### src/rtl/pll_reset_seq.sv
// rtl/pll_reset_seq.sv - PLL lock driven memory/CPU reset sequencer
module pll_reset_seq #(
    parameter int STABLE_CYCLES = 1024,
    parameter int MEM_CYCLES    = 16
) (
    input  logic       clk,
    input  logic       reset,
    input  logic       locked,
    input  logic       soft_reset,
    output logic       mem_reset,
    output logic       cpu_reset,
    output logic       ready,
    output logic       lock_lost,
    output logic [1:0] state
);

    typedef enum logic [1:0] {
        WAIT_LOCK = 2'd0,
        SETTLE    = 2'd1,
        MEM_INIT  = 2'd2,
        RUN       = 2'd3
    } state_t;

    localparam logic [15:0] SETTLE_LAST = 16'(STABLE_CYCLES - 1);
    localparam logic [15:0] MEM_LAST    = 16'(MEM_CYCLES - 1);

    logic        sync1;
    logic        locked_s;
    state_t      cur;
    logic [15:0] count;

    always_ff @(posedge clk or posedge reset) begin
        if (reset) begin
            sync1    <= 1'b0;
            locked_s <= 1'b0;
        end else begin
            sync1    <= locked;
            locked_s <= sync1;
        end
    end

    assign state = cur;

    // Outputs are set alongside each state change so they are registered with it.
    always_ff @(posedge clk or posedge reset) begin
        if (reset) begin
            cur       <= WAIT_LOCK;
            count     <= 16'd0;
            mem_reset <= 1'b1;
            cpu_reset <= 1'b1;
            ready     <= 1'b0;
            lock_lost <= 1'b0;
        end else begin
            case (cur)
                WAIT_LOCK: begin
                    if (locked_s) begin
                        cur   <= SETTLE;
                        count <= 16'd0;
                    end
                end
                SETTLE: begin
                    if (!locked_s) begin
                        cur       <= WAIT_LOCK;
                        count     <= 16'd0;
                        lock_lost <= 1'b1;
                    end else if (count == SETTLE_LAST) begin
                        cur       <= MEM_INIT;
                        count     <= 16'd0;
                        mem_reset <= 1'b0;
                    end else begin
                        count <= count + 16'd1;
                    end
                end
                MEM_INIT: begin
                    if (!locked_s) begin
                        cur       <= WAIT_LOCK;
                        count     <= 16'd0;
                        lock_lost <= 1'b1;
                        mem_reset <= 1'b1;
                        cpu_reset <= 1'b1;
                        ready     <= 1'b0;
                    end else if (soft_reset) begin
                        count <= 16'd0;
                    end else if (count == MEM_LAST) begin
                        cur       <= RUN;
                        count     <= 16'd0;
                        cpu_reset <= 1'b0;
                        ready     <= 1'b1;
                    end else begin
                        count <= count + 16'd1;
                    end
                end
                RUN: begin
                    if (!locked_s) begin
                        cur       <= WAIT_LOCK;
                        count     <= 16'd0;
                        lock_lost <= 1'b1;
                        mem_reset <= 1'b1;
                        cpu_reset <= 1'b1;
                        ready     <= 1'b0;
                    end else if (soft_reset) begin
                        cur       <= MEM_INIT;
                        count     <= 16'd0;
                        mem_reset <= 1'b0;
                        cpu_reset <= 1'b1;
                        ready     <= 1'b0;
                    end
                end
                default: begin
                    cur       <= WAIT_LOCK;
                    count     <= 16'd0;
                    mem_reset <= 1'b1;
                    cpu_reset <= 1'b1;
                    ready     <= 1'b0;
                end
            endcase
        end
    end

endmodule
### config.mk
export PLATFORM = sky130hd
export DESIGN_NAME = pll_reset_seq
export DESIGN_NICKNAME = d
export VERILOG_FILES = /design/src/rtl/pll_reset_seq.sv
export SDC_FILE = /design/constraint.sdc
export NUM_CORES = 1
export LEC_CHECK = 0
export CAP_MARGIN = 20
export CORE_ASPECT_RATIO = 0.7
export CORE_MARGIN = 2
export CORE_UTILIZATION = 62
export DETAILED_ROUTE_END_ITERATION = 8
export GPL_TIMING_DRIVEN = 0
export PLACE_DENSITY = 0.91
export SLEW_MARGIN = 20
export SYNTH_ARGS = -nofsm -noshare
export SYNTH_HDL_FRONTEND = slang
export SYNTH_SLANG_ARGS = --single-unit
### constraint.sdc
create_clock -name clk -period 4.27 [get_ports clk]
set_clock_uncertainty 0.2 [all_clocks]
set_input_delay 1.0675 -clock clk [delete_from_list [all_inputs] [get_ports clk]]
set_output_delay 1.0675 -clock clk [all_outputs]
set_load 0.005 [all_outputs]
; ---- Word level (Yosys, flattened, before mapping)
; Cells that the tools add are included.
[op_classes]
n_reduce_logical = 9
addsub = 1
multipliers = 0
shift = 0
eq_ne = 13
bitwise = 1
div_mod_pow = 0
mux = 35
n_lt_le_gt_ge = 0
[op_table]
columns = operator, n
row1 = $mux 16, 8
row2 = $pmux 16 s4, 1
row3 = $add 16x1->16 const B, 1
row4 = $eq 16x10->1 const B, 1
row5 = $eq 16x4->1 const B, 1
row6 = $mux 2, 8
row7 = $mux 1, 14
row8 = $ne 3x3->1 const B, 4
row9 = $reduce_and 5->1, 2
row10 = $ne 2x2->1 const B, 4
row11 = $pmux 2 s4, 1
row12 = $eq 2x2->1 const B, 2
row13 = $pmux 1 s2, 2
row14 = $reduce_and 2->1, 2
row15 = $reduce_and 4->1, 1
row16 = $pmux 1 s3, 1
row17 = $reduce_bool 3->1, 1
row18 = $reduce_or 3->1, 1
row19 = $eq 2x1->1 const B, 1
row20 = $logic_not 2->1, 1
row21 = $reduce_bool 2->1, 1
row22 = $not 1->1, 1
[totals]
wordCells = 67
ramBits = 0
mem_bits_ro = 0
latch_bits = 0
out_inout_bits = 6
memories = 0
input_bits = 4
ff_bits = 24

; ---- Logic depth before layout (Yosys ltp)
[logic_depth]
ltp_word = 5
mapped_depth = 8
mapped_depth_nobuf = 7

; ---- Least setup slack after synthesis
; No wires, ideal clock.
[synth_timing]
kind = input -> register
startpoint = input soft_reset
endpoint = register count[9]
slack_ns = 2.039
n_path_buf = 0
required_time_ns = 3.966
arrival_time_ns = 1.927
cell_stages = 5
setup_time_ns = 0.104
cell_sequence = inv_1 > nand4_1 > o22a_2 > nand2b_1 > o311ai_1
[synth_between]
elab_chain_len = 3
word_cells_on_any_way = 5
classes_between = eq/ne: 1 / mux: 3 / reduce/logical: 1
[synth_rtl]
columns = element, line
row1 = from (decl), 9  ; input logic soft_reset,
row2 = $mux 16, 82  ; end else if (soft_reset) begin
row3 = $mux 16, 75  ; if (!locked_s) begin
row4 = $pmux 16 s4, 54  ; case (cur)
row5 = to (signal assigned), 71  ; count <= count + 16'd1;
row6 = to (signal assigned), 90  ; count <= count + 16'd1;
row7 = to (decl), 30  ; logic [15:0] count;
; Several ways; a longest one is shown, not always the timed one.
; A chain may end at the register's enable or synchronous reset.

; ---- Worst setup path in the final report
[layout_timing]
startpoint = input soft_reset
endpoint = register count[7]
; Same word-level chain as after synthesis.

==> flow_summary.ini <==
[outcome]
outcome = finished, final reports clean

[floorplanning]
die_w_um = 61.4
dieHeight_um = 44.2
fp.coreArea_mm2 = 0.00217
dieArea_mm2 = 0.00271
start_util = 0.658
placementRows = 14
io_pins = 10

[cts]
clk_path_buf_depth = 2
cts_resized = 0
cts_hold_buffers = 0
clk_pin_slew_ps = 130
clock_tree.htree_level_count = 1
tritoncts.num_buffers = 3
tritoncts = built
cts_setup_buffers = 0
cts_root_buf = clkbuf_4
clk_latency_ps = 320
clock-sinks = 24

[synthesis]
synthTopCellsByArea = dfrtp_1, ha_1, dfstp_2
synthCells = 151
syn_avg_cell_area_um2 = 9.46
ys_seq_area_frac = 0.422
synth_area_mm2 = 0.00143
synth_nets = 161
yosysWarningCount = 0
synth_top_cell_area_share = 0.385
synth-edff-count = 0
ys_seq_elements = 24
synth.distinct_cells = 42
synth_flop_cell = dfrtp_1
async_reset_ff_frac = 1.00
yosysTopAreaCell = dfrtp_1

[sta]
slew_violations = 0
setup_violations = 0
min_period_over_period = 0.627
setup_tns_ps = 0
min_period_ps = 2680
hold_violations = 0
rsz0062_at_grt = no
relSlewSlack = 0.411
tightest_slew_ps = 882
max_freq_mhz = 373

[setup_path]
r2r_slack_ps = 1830
critPathBufInv = 2
critical_path.cell_chain = clkdlybuf4s50_1 > nand3b_1 > and2_1 > clkbuf_1 > o21ai_0 > a22o_1
crit_fanout = 10
end_kind = flip-flop
required_ps = 4290
r2r_end = count[12]
cp-startpoint = soft_reset
cp-start-kind = primary input
path_depth = 6
crit_type = primary input to flip-flop
rr_worst_depth = 7
worst_ep_arrival_time_ps = 2700
max_stage_delay_ps = 470
cpLargestDelayFamily = buffers and inverters
cp_slowest_cell = clkdlybuf4s50_1
rr_startpoint = state[0]
cp-endpoint = count[7]

[final_layout]
final_util = 0.730
nFillCells = 168
design_area_mm2 = 0.00159
diodes = 0
drive_above_1_share = 0.0732
area_growth_syn_to_layout_pct = 10.9
nNetsFinal = 175
layout.cells.most_common_list = dfrtp_1, nor2_1, nand2_1
final_common_cell = dfrtp_1
multi_input_area_um2 = 769
fin_cells = 196
ff_latch_area_um2 = 603

[global_route]
grtUsageTotal = 0.282
antenna_found_initial = 0
grt_pass1_wl_mm = 5.60
grt_max_degree = 25
overflow = 0
grt_pass1_vias = 1170

[power]
power_frac_comb = 0.438
p_leak_nw = 0.642
p_int_mw = 0.400
power.share.switching = 0.400
vdd_drop_max_mv = 0.473
clockPowerShare = 0.158
powerDensity_mw_per_mm2 = 420
seq_power_share = 0.404
switchingPower_mw = 0.266

[hold_path]
hold_path_class = flip-flop to flip-flop

[detailed_routing]
drc_errors = 0
final_antenna_net_count = 0
first_iter_violations = 67
via_count = 1265
via_per_inst = 6.45
post_drt_wl_per_cell_um = 16.8
drt_first_pass_iters = 4
drt-total-wl_mm = 3.30

[placement]
hpwl_mm = 2.39
globalplace.congestion = 0.872
io_buffers = 9
dp.cells = 192
placed_area_mm2 = 0.00156

[job]
max_cap_viol_count = 0
-- cell type report --
class / count / area share
plain buffers: 4 / 0.0142
flip-flops and latches: 24 / 0.380
clock buffers: 4 / 0.0166
multi-input cells: 114 / 0.485
repair buffers: 9 / 0.0568
inverters: 9 / 0.0213
well taps: 32 / 0.0253
-- state kept, by name, indices dropped and copies added, names as in the netlist --
name       count
locked_s       1
state          2
sync1          1
cpu_reset      1
mem_reset      1
ready          1
lock_lost      1
count         16
-- metal layers --
metal	wire length, um	track usage	part of all wire	vias to the layer above
li1	-	-	-	587
met2	1510	0.426	0.46	58
met4	44	0.0723	0.013	0
met5	0	0	0	-
met1	1530	0.404	0.46	612
met3	212	0.0789	0.064	8
-- worst min-delay path by stage --
stage	end	from	slack [ps]	depth (start not counted)
2_1_floorplan	locked_s	sync1	130	0
3_3_place_gp	locked_s	sync1	130	0
3_5_place_dp	locked_s	sync1	140	0
4_1_cts	locked_s	sync1	170	0
5_1_grt	locked_s	sync1	170	0
6_report	locked_s	sync1	160	0
-- stage by stage --
step                      hold slack, ps  power (mW)  worst slack [ps]
after floorplan                      131       0.467              2040
after global placement               135       0.539              1350
after detailed placement             138       0.558              1320
after CTS                            167       0.661              1620
after global routing                 170       0.714              1510
final                                164       0.666              1590
-- power groups by stage --
stage | registers [mW] | clock network, mW | logic, mW
after floorplan | 0.269 | 0 | 0.199
after global placement | 0.269 | 0 | 0.270
after detailed placement | 0.273 | 0 | 0.285
after CTS | 0.268 | 0.105 | 0.288
after global routing | 0.272 | 0.117 | 0.324
final | 0.269 | 0.105 | 0.292
-- cell families (layout without fill, tap and decap cells) --
kind of cell    after synthesis  in the layout  share of synthesized area
fa+ha+maj                     6              6                     0.0525
xor+xnor                      3              3                     0.0184
compound gates               39             39                      0.191
mux                           1              1                    0.00701
simple gates                 65             65                      0.270
flops                        24             24                      0.422
buf+inv                      13             26                     0.0394
-- cells in the mapped netlist, drive strengths merged, types with 2 or more instances --
master	n
dfstp	2
inv	9
nor4	6
nand2b	2
xnor2	2
o2bb2ai	3
nand4	5
o31ai	2
a22o	6
o21a	2
dfrtp	22
or4	4
nand3b	2
o21ai	13
nand2	11
a21oi	4
and2	3
nor2b	3
clkbuf	3
nand3	6
and3	2
ha	6
nor3	5
a2bb2oi	2
nor2	13
-- worst reg2reg max path, stage by stage (launching register included) --
cell	delay, ps
dfrtp_1	470
inv_1	130
ha_1	150
clkbuf_1	340
nand4_1	160
o22a_2	300
nor2_1	400
a22o_1	230
Note: power is estimated with default switching activity, not from simulation.
==> RTL edit 1, RTL diff (same settings) <==
Make the reset (`reset`) synchronous in 2 clocked blocks.
--- a/src/rtl/pll_reset_seq.sv
+++ b/src/rtl/pll_reset_seq.sv
@@ -29,7 +29,7 @@
     state_t      cur;
     logic [15:0] count;
 
-    always_ff @(posedge clk or posedge reset) begin
+    always_ff @(posedge clk) begin
         if (reset) begin
             sync1    <= 1'b0;
             locked_s <= 1'b0;
@@ -42,7 +42,7 @@
     assign state = cur;
 
     // Outputs are set alongside each state change so they are registered with it.
-    always_ff @(posedge clk or posedge reset) begin
+    always_ff @(posedge clk) begin
         if (reset) begin
             cur       <= WAIT_LOCK;
             count     <= 16'd0;
Formal check against the unedited RTL: differs if reset is asserted again (counterexample within 4 cycles, from zero or initial values and one cycle with reset high); with reset held inactive, the same outputs for 10 cycles.
==> RTL edit 1 against the unedited design <==
- critical path depth decreased by 1
- synthesized area shrank 3.2%
- worst setup slack improved by 0.0054 ns
- sequential cell count did not move
- design area is 2.4% lower
- routed wire length is 2.5% lower
Power is not compared: it rests on default switching activity, and its combinational part moved more than twofold at a synthesized area within 25%.
==> RTL edit 1: results (changes against the unedited design) <==
[grt]
gr-usage-all-layers = 0.288  ; +0.00608
grt_pass1_wl_mm = 5.69  ; +1.5%
met3_usage = 0.0806  ; +0.00165
grtUsageMet2 = 0.420  ; -0.00597
use_met1 = 0.426  ; +0.0223

[drt]
wl_mm = 3.22  ; -2.5%
num_vias = 1375  ; +8.7%
wl_met2_mm = 1.44  ; -4.6%
drt-met1-wl_mm = 1.43  ; -6.8%
drt_iter0_drc = 123  ; +84%
routed-wl-met3_um = 324  ; +53%

[placed_design]
dp_hpwl_mm = 2.41  ; +0.70%
placed_area_sq_um = 1490  ; -4.2%
port_buffers = 7  ; -2
place_congestion = 0.908  ; +4.1%

[worst_setup_path]
slowest_stage = a21oi_1
rrSetupSlack_ns = 1.71  ; -0.12 ns
crit_family = compound AO/OA/AOI/OAI gates
arrival_ns = 2.73  ; +0.03 ns
max_stage_delay_ns = 0.72  ; +0.25 ns

[logic_synthesis]
async_reset_ff_frac = 0  ; -1.00
synthFlopType = dfxtp_1
ys_types = 43  ; +2.4%
synth-edff-count = 0  ; unchanged
synth_area_leaders = dfxtp_1 35%, ha_1 5.4%, nand2_1 5.4%
synth_common_cells = 24 x dfxtp_1, 20 x nand2_1, 13 x nor2_1
syn_nets = 182  ; +13%
ys_seq_area_frac = 0.347  ; -0.0749

[status]
status = finished clean

[layout]
drive_gt1_frac = 0.0546  ; -0.0185
fin_nets = 194  ; +11%
fillCellCount = 161  ; -4.2%

==> RTL edit 1: through the flow <==
| step | hold slack, ns | instances | power, mW | worst slack (ns) |
|---|---|---|---|---|
| finish | 0.263 | 215 | 0.454 | 1.60 |
| global route | 0.280 | 215 | 0.472 | 1.48 |
| CTS | 0.268 | 215 | 0.455 | 1.67 |
| detailed placement | 0.243 | 211 | 0.291 | 1.32 |
| global placement | 0.219 | 211 | 0.289 | 1.43 |
| floorplan | 0.214 | 172 | 0.273 | 1.70 |
==> RTL edit 1: cell families (layout without fill, tap and decap cells) <==
kind of cell | count (synthesis) | in the layout | share of synthesized area
XOR/XNOR | 4 | 4 | 0.0253
AND/OR/NAND/NOR | 82 | 82 | 0.311
buffers and inverters | 14 | 25 | 0.0380
flip-flops | 24 | 24 | 0.347
adder cells (fa/ha/maj) | 6 | 6 | 0.0542
AO/OA/AOI/OAI | 42 | 42 | 0.224
==> RTL edit 1: final timing paths <==
kind / endpoint / startpoint / depth (start not counted)
hold / removal: locked_s / sync1 / 1
setup / recovery: count[12] / soft_reset / 5
hold reg to reg: locked_s / sync1 / 1
setup reg to reg: count[12] / count[0] / 6
==> RTL edit 1: cell type report <==
class / count / area, sq um / area share
clock buffers: 3 / 22.5 / 0.0146
well taps: 32 / 40.0 / 0.0259
inverters: 9 / 33.8 / 0.0218
repair buffers: 7 / 70.1 / 0.0453
flip-flops and latches: 24 / 480 / 0.311
clock inverters: 1 / 30.0 / 0.0194
multi-input cells: 134 / 851 / 0.550
plain buffers: 5 / 18.8 / 0.0121
==> RTL edit 1: report_power, final <==
group	internal, mW	switching [mW]
logic	0.0208	0.0358
clock network	0.0950	0.0713
registers	0.228	0.00299
total	0.344	0.110
==> RTL edit 2, RTL diff (same flow settings) <==
Without the edit above. `MEM_CYCLES`: 16 -> 8.
--- a/src/rtl/pll_reset_seq.sv
+++ b/src/rtl/pll_reset_seq.sv
@@ -1,7 +1,7 @@
 // rtl/pll_reset_seq.sv - PLL lock driven memory/CPU reset sequencer
 module pll_reset_seq #(
     parameter int STABLE_CYCLES = 1024,
-    parameter int MEM_CYCLES    = 16
+    parameter int MEM_CYCLES    = 8
 ) (
     input  logic       clk,
     input  logic       reset,
Behaviour: same outputs for any inputs over 10 cycles, from zero or initial values and one cycle with reset high; that may be too few to reach the edited logic, so the function may still have changed.
==> RTL edit 2 against the unedited design <==
- power increased by 4.2%
- sequential share of layout area increased by 0.39 points
- count of clock-buffer cells in the layout did not move
- design area decreased by 1.0%
- critical path type unchanged
- synthesized area decreased by 1.8%
- critical path depth stayed put
- sequential cell count unchanged
- non-clock buffer count down 1
- worst setup slack worse by 0.054 ns
- routed wire length shrank 13%
- synthesized cell count shrank 7.3%
==> RTL edit 2: results (changes against the unedited design) <==
[drt]
drt-met1-wl_mm = 1.33  ; -13%
drt_iter0_drc = 100  ; +49%
via_per_inst = 6.06  ; -6.1%
wl_met2_mm = 1.37  ; -9.2%
wl_mm = 2.88  ; -13%

[worst_setup_path]
r2r_start = count[0]
max_stage_delay_ns = 0.58  ; +0.11 ns
reg2reg_depth = 6  ; -1
rrSetupSlack_ns = 1.99  ; +0.16 ns
crit_fanout = 6  ; -4
worstReg2RegEnd = count[7]

[placed_design]
dp_hpwl_mm = 2.16  ; -9.5%
placed_area_sq_um = 1530  ; -1.7%
place_ws_ns = 1.22  ; -0.0997 ns
place_congestion = 0.863  ; -1.1%
placed_cells = 181  ; -5.7%

[logic_synthesis]
synth-xor-area-share = 0.0500  ; +0.0316
synthAdderAreaFrac = 0.0535  ; +0.000984
synth_compound_area_frac = 0.164  ; -0.0268
synthMuxAreaShare = 0.00803  ; +0.00102
synth_common_cells = 22 x dfrtp_1, 14 x nor2_1, 10 x nand2_1
synth_area_leaders = dfrtp_1 39%, ha_1 5.4%, dfstp_2 3.7%
ys_seq_area_frac = 0.430  ; +0.00791

[sta]
worst_pin_slew_ns = 0.895  ; +0.0127 ns
hold_ws_ns = 0.167  ; +0.00251 ns

[power]
vdd_ir_drop_max_mv = 0.269  ; -43%

[layout]
fin_nets = 164  ; -6.3%
fillCellCount = 174  ; +3.6%
drive_gt1_frac = 0.105  ; +0.0314

[grt]
grt_pass1_wl_mm = 4.93  ; -12%

[status]
status = finished clean

==> RTL edit 2: routing by layer <==
| layer | vias to the layer above | GRT usage |
|---|---|---|
| met4 | 0 | 0.0522 |
| met3 | 4 | 0.0627 |
| met5 | - | 0 |
| met1 | 558 | 0.350 |
| li1 | 529 | - |
| met2 | 30 | 0.398 |
==> RTL edit 2: critical path: cells and delay by family <==
family,cells,cell delay (ns)
AND/OR/NAND/NOR,2,0.39
AO/OA/AOI/OAI,2,0.38
multiplexers,1,0.33
buffers and inverters,1,0.58
==> RTL edit 2: where the power goes <==
group | total, mW | internal [mW] | switching [mW]
combinational | 0.309 | 0.132 | 0.176
sequential | 0.267 | 0.246 | 0.0208
clock | 0.118 | 0.0521 | 0.0663
total | 0.694 | 0.431 | 0.263
==> RTL edit 2: worst max path at each step <==
stage / startpoint / endpoint / slack, ns / cells past startpoint
after floorplan: soft_reset / state[1] / 1.97 / 5
after global routing: soft_reset / state[1] / 1.47 / 6
after detailed placement: soft_reset / state[1] / 1.22 / 6
after global placement: soft_reset / state[1] / 1.23 / 6
after CTS: soft_reset / state[1] / 1.58 / 6
final: soft_reset / state[1] / 1.54 / 6
==> RTL edit 2: cell type report <==
| cell class | instances | area (sq um) | area share |
|---|---|---|---|
| sequential | 24 | 603 | 0.384 |
| inverter | 7 | 26.3 | 0.0167 |
| timing repair buffer | 9 | 90.1 | 0.0574 |
| multi-input combinational | 106 | 747 | 0.476 |
| clock buffer | 4 | 36.3 | 0.0231 |
| tap | 32 | 40.0 | 0.0255 |
| buffer | 3 | 26.3 | 0.0167 |
